==> src/rtl/filter_peak_meter_if.sv <==
// Purpose : bundles the sample stream, start command and result handshake of
//           filter_peak_meter into one bus.
// Signals : sample_en/in   - sample strobe and signed WIDTH-bit sample
//           start          - begin a measurement
//           busy           - measurement in progress (SETTLE or ACCUM)
//           result_valid/result_ready - result handshake
//           peak/mean      - unsigned WIDTH-bit results
// Modports: master = sample source / result consumer, slave = meter.
interface filter_peak_meter_if #(
    parameter int unsigned WIDTH = 11
);
    logic             sample_en;
    logic [WIDTH-1:0] in;
    logic             start;
    logic             busy;
    logic             result_valid;
    logic             result_ready;
    logic [WIDTH-1:0] peak;
    logic [WIDTH-1:0] mean;

    modport master (
        output sample_en, in, start, result_ready,
        input  busy, result_valid, peak, mean
    );

    modport slave (
        input  sample_en, in, start, result_ready,
        output busy, result_valid, peak, mean
    );
endinterface

==> src/rtl/filter_peak_meter.sv <==
// Purpose : measures the amplitude of the IIR filter output stream. After a
//           start command it discards SKIP settling samples, then accumulates
//           2^LOG2_WIN samples and reports peak |x| and floor(mean |x|)
//           through a valid/ready handshake.
// Ports   : clk   - system clock
//           reset - synchronous active-low reset
//           bus   - filter_peak_meter_if slave (stream, start, results)
module filter_peak_meter #(
    parameter int unsigned WIDTH    = 11,
    parameter int unsigned LOG2_WIN = 7,
    parameter int unsigned SKIP     = 16
) (
    input  logic                 clk,
    input  logic                 reset,
    filter_peak_meter_if.slave   bus
);

    localparam int unsigned ACC_W     = WIDTH + LOG2_WIN;
    localparam int unsigned SKIP_W    = (SKIP > 1) ? $clog2(SKIP) : 1;
    localparam int unsigned SKIP_LAST = (SKIP == 0) ? 0 : SKIP - 1;

    typedef enum logic [1:0] {
        S_IDLE   = 2'd0,
        S_SETTLE = 2'd1,
        S_ACCUM  = 2'd2,
        S_DONE   = 2'd3
    } state_e;

    state_e              state_q, state_d;
    logic [SKIP_W-1:0]   skip_q, skip_d;
    logic [LOG2_WIN-1:0] cnt_q, cnt_d;
    logic [ACC_W-1:0]    acc_q, acc_d;
    logic [WIDTH-1:0]    pk_q, pk_d;
    logic [WIDTH-1:0]    peak_q, peak_d;
    logic [WIDTH-1:0]    mean_q, mean_d;
    logic                busy_q, busy_d;
    logic                valid_q, valid_d;

    logic [WIDTH-1:0]    abs_c;
    logic [ACC_W-1:0]    acc_sum_c;
    logic [WIDTH-1:0]    pk_max_c;
    state_e              entry_c;

    // |in| modulo 2^WIDTH: the most negative input maps to 2^(WIDTH-1),
    // which is still representable as an unsigned WIDTH-bit value.
    always_comb begin
        abs_c     = bus.in[WIDTH-1] ? (WIDTH'(0) - bus.in) : bus.in;
        acc_sum_c = acc_q + ACC_W'(abs_c);
        pk_max_c  = (abs_c > pk_q) ? abs_c : pk_q;
        entry_c   = (SKIP == 0) ? S_ACCUM : S_SETTLE;
    end

    // Next-state and datapath updates.
    always_comb begin
        state_d = state_q;
        skip_d  = skip_q;
        cnt_d   = cnt_q;
        acc_d   = acc_q;
        pk_d    = pk_q;
        peak_d  = peak_q;
        mean_d  = mean_q;

        case (state_q)
            S_IDLE: begin
                // A strobe coincident with start is deliberately not counted.
                if (bus.start) begin
                    skip_d  = '0;
                    cnt_d   = '0;
                    acc_d   = '0;
                    pk_d    = '0;
                    state_d = entry_c;
                end
            end
            S_SETTLE: begin
                if (bus.sample_en) begin
                    if (skip_q == SKIP_W'(SKIP_LAST)) begin
                        state_d = S_ACCUM;
                    end else begin
                        skip_d = skip_q + SKIP_W'(1);
                    end
                end
            end
            S_ACCUM: begin
                if (bus.sample_en) begin
                    acc_d = acc_sum_c;
                    pk_d  = pk_max_c;
                    cnt_d = cnt_q + LOG2_WIN'(1);
                    if (cnt_q == '1) begin
                        peak_d  = pk_max_c;
                        mean_d  = acc_sum_c[ACC_W-1:LOG2_WIN];
                        state_d = S_DONE;
                    end
                end
            end
            S_DONE: begin
                // Strobes here are dropped; start only counts with the accept.
                if (valid_q && bus.result_ready) begin
                    if (bus.start) begin
                        skip_d  = '0;
                        cnt_d   = '0;
                        acc_d   = '0;
                        pk_d    = '0;
                        state_d = entry_c;
                    end else begin
                        state_d = S_IDLE;
                    end
                end
            end
            default: state_d = S_IDLE;
        endcase

        busy_d  = (state_d == S_SETTLE) || (state_d == S_ACCUM);
        valid_d = (state_d == S_DONE);
    end

    // State and output registers.
    always_ff @(posedge clk) begin
        if (!reset) begin
            state_q <= S_IDLE;
            skip_q  <= '0;
            cnt_q   <= '0;
            acc_q   <= '0;
            pk_q    <= '0;
            peak_q  <= '0;
            mean_q  <= '0;
            busy_q  <= 1'b0;
            valid_q <= 1'b0;
        end else begin
            state_q <= state_d;
            skip_q  <= skip_d;
            cnt_q   <= cnt_d;
            acc_q   <= acc_d;
            pk_q    <= pk_d;
            peak_q  <= peak_d;
            mean_q  <= mean_d;
            busy_q  <= busy_d;
            valid_q <= valid_d;
        end
    end

    assign bus.busy         = busy_q;
    assign bus.result_valid = valid_q;
    assign bus.peak         = peak_q;
    assign bus.mean         = mean_q;

endmodule

==> src/flat_wrapper.sv <==
// flat-port wrapper written by rule: the top's interface ports become plain ports
module filter_peak_meter_flat 
#(
    parameter int unsigned WIDTH    = 11,
    parameter int unsigned LOG2_WIN = 7,
    parameter int unsigned SKIP     = 16
)
  (clk, reset, bus_sample_en, bus_in, bus_start, bus_result_ready, bus_busy, bus_result_valid, bus_peak, bus_mean);
  filter_peak_meter_if #(.WIDTH(WIDTH)) bus_i ();
  input  logic clk;
  input  logic reset;
  input wire logic [$bits(bus_i.sample_en)-1:0] bus_sample_en;
  input wire logic [$bits(bus_i.in)-1:0] bus_in;
  input wire logic [$bits(bus_i.start)-1:0] bus_start;
  input wire logic [$bits(bus_i.result_ready)-1:0] bus_result_ready;
  output wire logic [$bits(bus_i.busy)-1:0] bus_busy;
  output wire logic [$bits(bus_i.result_valid)-1:0] bus_result_valid;
  output wire logic [$bits(bus_i.peak)-1:0] bus_peak;
  output wire logic [$bits(bus_i.mean)-1:0] bus_mean;
  assign bus_i.sample_en = bus_sample_en;
  assign bus_i.in = bus_in;
  assign bus_i.start = bus_start;
  assign bus_i.result_ready = bus_result_ready;
  assign bus_busy = bus_i.busy;
  assign bus_result_valid = bus_i.result_valid;
  assign bus_peak = bus_i.peak;
  assign bus_mean = bus_i.mean;
  filter_peak_meter #(.WIDTH(WIDTH), .LOG2_WIN(LOG2_WIN), .SKIP(SKIP)) u_core (.clk(clk), .reset(reset), .bus(bus_i));
endmodule
==> config.mk <==
export PLATFORM = sky130hd
export DESIGN_NAME = filter_peak_meter_flat
export DESIGN_NICKNAME = d
export VERILOG_FILES = /design/src/rtl/filter_peak_meter_if.sv /design/src/rtl/filter_peak_meter.sv /design/src/flat_wrapper.sv
export SDC_FILE = /design/constraint.sdc
export NUM_CORES = 1
export LEC_CHECK = 0
export ABC_AREA = 1
export BUFFER_PORTS_ARGS = -buffer_cell sky130_fd_sc_hd__buf_2
export CAP_MARGIN = 20
export CORE_AREA = 8 8 120 122
export DETAILED_ROUTE_END_ITERATION = 7
export DIE_AREA = 0 0 128 130
export PLACE_DENSITY = 0.62
export SYNTH_ARGS = -nofsm -noshare
export SYNTH_HDL_FRONTEND = slang
export SYNTH_SLANG_ARGS = --single-unit
==> constraint.sdc <==
create_clock -name clk -period 7.8 [get_ports clk]
set_input_delay 1.56 -clock clk [delete_from_list [all_inputs] [get_ports clk]]
set_output_delay 1.56 -clock clk [all_outputs]
set_load 0.05 [all_outputs]
# Word level (Yosys, flattened, before mapping)
# Cells that the tools add are included.
[word_totals]
wordCells = 61
regBits = 66
[op_classes]
n_reduce_logical = 8
addsub = 4
n_mux = 27
magnitude_cmp = 1
n_eq_ne = 12
[op_table]
columns = ["operator", "n"]
rows = [
  ["two-way mux 11 bit", 5],
  ["two-way mux 18 bit", 3],
  ["one-hot mux 18 bit (3 select lines)", 1],
  ["one-hot mux 11 bit (3 select lines)", 1],
  ["two-way mux 7 bit", 3],
  ["one-hot mux 7 bit (3 select lines)", 1],
  ["adder 18 x 11 -> 18 bit", 1],
  ["two-way mux 4 bit", 4],
  ["two-way mux 2 bit", 6],
  ["one-hot mux 4 bit (3 select lines)", 1],
  ["> comparator 11 bit", 1],
  ["subtractor 1 x 11 -> 11 bit (first input constant)", 1],
  ["== test 2 bit (second input constant)", 4],
  ["one-hot mux 2 bit (4 select lines)", 1],
  ["adder 7 x 1 -> 7 bit (second input constant)", 1],
  ["== test 7 bit (second input constant)", 1],
  ["!= test 2 bit (second input constant)", 3],
  ["AND reduction 3 bit", 2],
  ["nonzero test 3 bit", 2],
  ["adder 4 x 1 -> 4 bit (second input constant)", 1],
  ["== test 2 x 1 -> 1 bit (second input constant)", 2],
  ["== test 4 bit (second input constant)", 1],
  ["AND reduction 4 bit", 1],
  ["zero test 2 bit", 1],
  ["other kinds (4)", 4],
]

# Longest topological paths before layout
[logic_depth]
word_depth = 6
depth_mapped = 22
depth_no_buf = 22

# Worst setup path before layout
# OpenSTA, ideal clock, no wires.
[synth_path]
path_type = "input to register"
start = "input bus_in[0]"
end = "register u_core.peak_q[9], in the netlist u_core.bus.peak[9]"
arrival_time_ns = 3.481
path_stages = 19
n_path_buf = 1
required_ns = 7.691
setup_slack_ns = 4.210
cell_sequence = "inv_1 > ha_1 > inv_1 > nor3_1 > nand2_1 > nand3b_1 > nand2_1 > ha_1 > nand2_1 > nand2_1 > a21oi_2 > nand3_4 > nand2_4 > buf_6 > nand2_1 > nand2_1 > nand2_1 > nand2_1 > inv_1"
[synth_between]
elab_chain_len = 4
[synth_rtl]
columns = ["item", "line", "source"]
rows = [
  ["start, declared", "flat_wrapper.sv:13", "input wire logic [$bits(bus_i.in)-1:0] bus_in;"],
  ["subtractor 1 x 11 -> 11 bit", "filter_peak_meter.sv:47", "abs_c = bus.in[WIDTH-1] ? (WIDTH'(0) - bus.in) : bus.in;"],
  ["two-way mux 11 bit (*)", "filter_peak_meter.sv:47", ""],
  ["> comparator 11 bit", "filter_peak_meter.sv:49", "pk_max_c = (abs_c > pk_q) ? abs_c : pk_q;"],
  ["two-way mux 11 bit (*)", "filter_peak_meter.sv:49", ""],
  ["end signal, assigned", "filter_peak_meter.sv:134", "peak_q <= peak_d;"],
  ["end, declared", "filter_peak_meter.sv:34", "logic [WIDTH-1:0] peak_q, peak_d;"],
]
# Mark *: on every way between the ends. The rest lies on a longest branch, timed or not.
# A chain may end at the register's enable or synchronous reset.

# Final worst setup path
[layout_path]
start = "input bus_in[0]"
end = "register u_core.peak_q[5], in the netlist u_core.bus.peak[5]"
# The elaborated chain is that of the path after synthesis.

==> results.sh <==
export IMPL_required_ps=8030
export IMPL_total_power_mw=0.885
export IMPL_setup_tns_ps=0
export IMPL_grt_max_degree=39
export IMPL_hold_path_class="flip-flop to flip-flop"
export IMPL_synthCells=664
export IMPL_start_util=0.352
export IMPL_hold_viol=0
export IMPL_yosysWarningCount=0
export IMPL_cts_root_buf="clkbuf_16"
export IMPL_tightest_slew_ps=859
export IMPL_drt_iter0_markers=233
export IMPL_clkTransAtPathRegs_ps=50
export IMPL_n_antenna_cell=0
export IMPL_crit_path_top_delay_cell="ha_1"
export IMPL_worstSetupStartpointType="primary input"
export IMPL_slowest_delay_ps=340
export IMPL_gp_congestion=0.872
export IMPL_cts_sinks=66
export IMPL_synth_edff_count=0
export IMPL_finalWirelength_um=10900
export IMPL_worstPathArrival_ps=3980
export IMPL_final_layout_size_suffix_gt1_frac=0.118
export IMPL_placeableCoreArea_mm2=0.0124
export IMPL_synthArstFlopShare=0
export IMPL_drt_pass1_iterations=5
export IMPL_p_leak_nw=2.50
export IMPL_io_pins=40
export IMPL_setup_violations_final=0
export IMPL_grtUsageTotal=0.137
export IMPL_fin_nets=748
export IMPL_area_growth_pct=14.5
export IMPL_period_share=0.482
export IMPL_rsz0062_at_grt="no"
export IMPL_fmax_mhz=266
export IMPL_drc=0
export IMPL_ys_seq_elements=66
export IMPL_syn_cell_area_mm2=0.00437
export IMPL_crit_chain="buf_2, inv_1, ha_1, inv_1, nor3_1, nand2_1, nand3b_1, nand2_1, ha_1, nand2_1, nand2_1, a21oi_2, nand3_4, nand2_4, o21ai_1, o21ai_1, inv_1"
export IMPL_ctsHtreeMaxLevel=3
export IMPL_worst_clock_skew_ps=3.64
export IMPL_synth_nets=714
export IMPL_syn_avg_cell_area_um2=6.58
export IMPL_worstPathMaxFanout=13
export IMPL_cts_buffer_depth=2
export IMPL_peakVddDrop_mv=0.163
export IMPL_post_drt_via_cell_ratio=4.62
export IMPL_ctsHoldBuffers=0
export IMPL_post_cts_setup_buffers=0
export IMPL_synth_cell_types=42
export IMPL_cellPowerDensity_mw_per_mm2=177
export IMPL_grt_pass1_vias=3892
export IMPL_crit_top_cell="nand2_1"
export IMPL_critPathKind="primary input to flip-flop"
export IMPL_ys_seq_area_frac=0.302
export IMPL_die_area_mm2=0.0166
export IMPL_status="finished clean"
export IMPL_synthFlopType="dfxtp_1"
export IMPL_dieWidth_um=128
export IMPL_antenna_left=0
export IMPL_cts_resized=0
export IMPL_cts_buffers=9
export IMPL_die_y_um=130
export IMPL_wl_per_cell_um=12.4
export IMPL_maxCapViolations=0
export IMPL_insertion_delay_ps=330
export IMPL_slew_violations=0
export IMPL_fillerInstances=1351
export IMPL_vias=4039
export IMPL_slew_headroom=0.425
export IMPL_endpoint_kind="flip-flop"
export IMPL_dp_hpwl_um=8090
export IMPL_num_rows=41
export IMPL_grt_ovfl_total=0
export IMPL_placement_io_buffers=39
export IMPL_grt_pass1_wl_um=18300
export IMPL_tritoncts="yes"
export IMPL_antenna_found_initial=0
export IMPL_min_period_ps=3760
-- cell families (layout without fill, tap and decap cells) --
| group | after synthesis | after routing | synth area share |
|---|---|---|---|
| AOI/OAI and AO/OA | 101 | 101 | 0.130 |
| xor gates and xnor gates | 11 | 11 | 0.0221 |
| DFF | 66 | 66 | 0.302 |
| buffers and inverters | 120 | 159 | 0.112 |
| and+or+nand+nor | 332 | 332 | 0.334 |
| adders and majority gates | 34 | 34 | 0.0991 |
-- cell usage after synthesis, drive strengths merged, types with 2 or more instances --
| cell type | count | share of area |
|---|---|---|
| a21oi | 49 | 0.058 |
| a211oi | 2 | 0.0034 |
| nand4 | 8 | 0.015 |
| buf | 8 | 0.016 |
| nand2 | 202 | 0.18 |
| or2 | 2 | 0.0029 |
| nor3 | 7 | 0.0092 |
| xor2 | 9 | 0.018 |
| xnor2 | 2 | 0.0040 |
| clkbuf | 9 | 0.0080 |
| o211ai | 5 | 0.0086 |
| nor2 | 57 | 0.054 |
| a21o | 10 | 0.017 |
| nand3 | 49 | 0.060 |
| o21ai | 31 | 0.036 |
| nand3b | 5 | 0.0086 |
| inv | 102 | 0.088 |
| ha | 33 | 0.095 |
| dfxtp | 66 | 0.30 |
-- area by class of cell --
cell class | instances | area (um^2) | share of cell area
repair buffers | 40 | 203 | 0.0405
well taps | 172 | 215 | 0.0430
clock buffers | 11 | 243 | 0.0485
inverters | 103 | 387 | 0.0773
clock inverters | 5 | 77.6 | 0.0155
multi-input cells | 478 | 2560 | 0.511
flip-flops and latches | 66 | 1320 | 0.264
-- stage by stage --
step	setup WS (ps)	hold WS, ps	cell area (um^2)	std cells	utilization
after floorplan	4210	445	4370	664	-
after global routing	3750	489	5000	875	0.403
after detailed placement	3720	456	4680	859	0.377
after CTS	4070	465	5000	875	0.403
after global placement	3720	453	4680	859	0.377
final	4040	464	5000	875	0.403
-- flip-flops by register name, indices dropped and copies added, names as in the netlist --
name                     count
u_core.bus.mean             11
u_core.acc_q                18
u_core.skip_q                4
u_core.bus.peak             11
u_core.bus.busy              1
u_core.cnt_q                 7
u_core.pk_q                 11
u_core.bus.result_valid      1
u_core.state_q               2
-- cell usage in the layout (no fill, tap or decap), types with 5 or more instances in the layout --
cell type	n
a21o_1	10
o211ai_1	5
inv_2	5
clkbuf_16	9
buf_2	39
nor3_1	6
nand3_1	47
inv_1	97
ha_1	33
o21ai_1	5
nor2_1	54
nand2_1	191
nand4_1	7
o21ai_0	25
xor2_1	9
dfxtp_1	66
a21oi_1	47
nand3b_1	5
nand2_2	10
-- power by group --
| part | internal [mW] | switching [mW] |
|---|---|---|
| clock network | 0.287 | 0.149 |
| logic | 0.0321 | 0.0759 |
| registers | 0.339 | 0.00139 |
| total | 0.659 | 0.227 |
-- per-layer routing --
metal | vias to the layer above | share of wire | GRT usage
met3 | 10 | 0.030 | 0.0302
met2 | 53 | 0.48 | 0.239
met4 | 0 | 0.013 | 0.0427
li1 | 2185 | - | -
met1 | 1791 | 0.48 | 0.164
met5 | - | 0 | 0
-- worst paths after layout --
path | cells past startpoint | end | start | slack, ps
setup / recovery | 17 | u_core.bus.peak[5] | bus_in[0] | 4040
hold / removal | 2 | u_core.pk_q[10] | u_core.pk_q[10] | 460
setup reg to reg | 9 | u_core.acc_q[4] | u_core.state_q[0] | 5170
hold reg to reg | 2 | u_core.pk_q[10] | u_core.pk_q[10] | 460
-- critical path: cells and delay by family --
kind / cells / cell delay [ps]
buf+inv: 4 / 330
simple gates: 8 / 1060
fa+ha+maj: 2 / 500
compound gates: 3 / 530
Power figures use the tool's default switching activity.
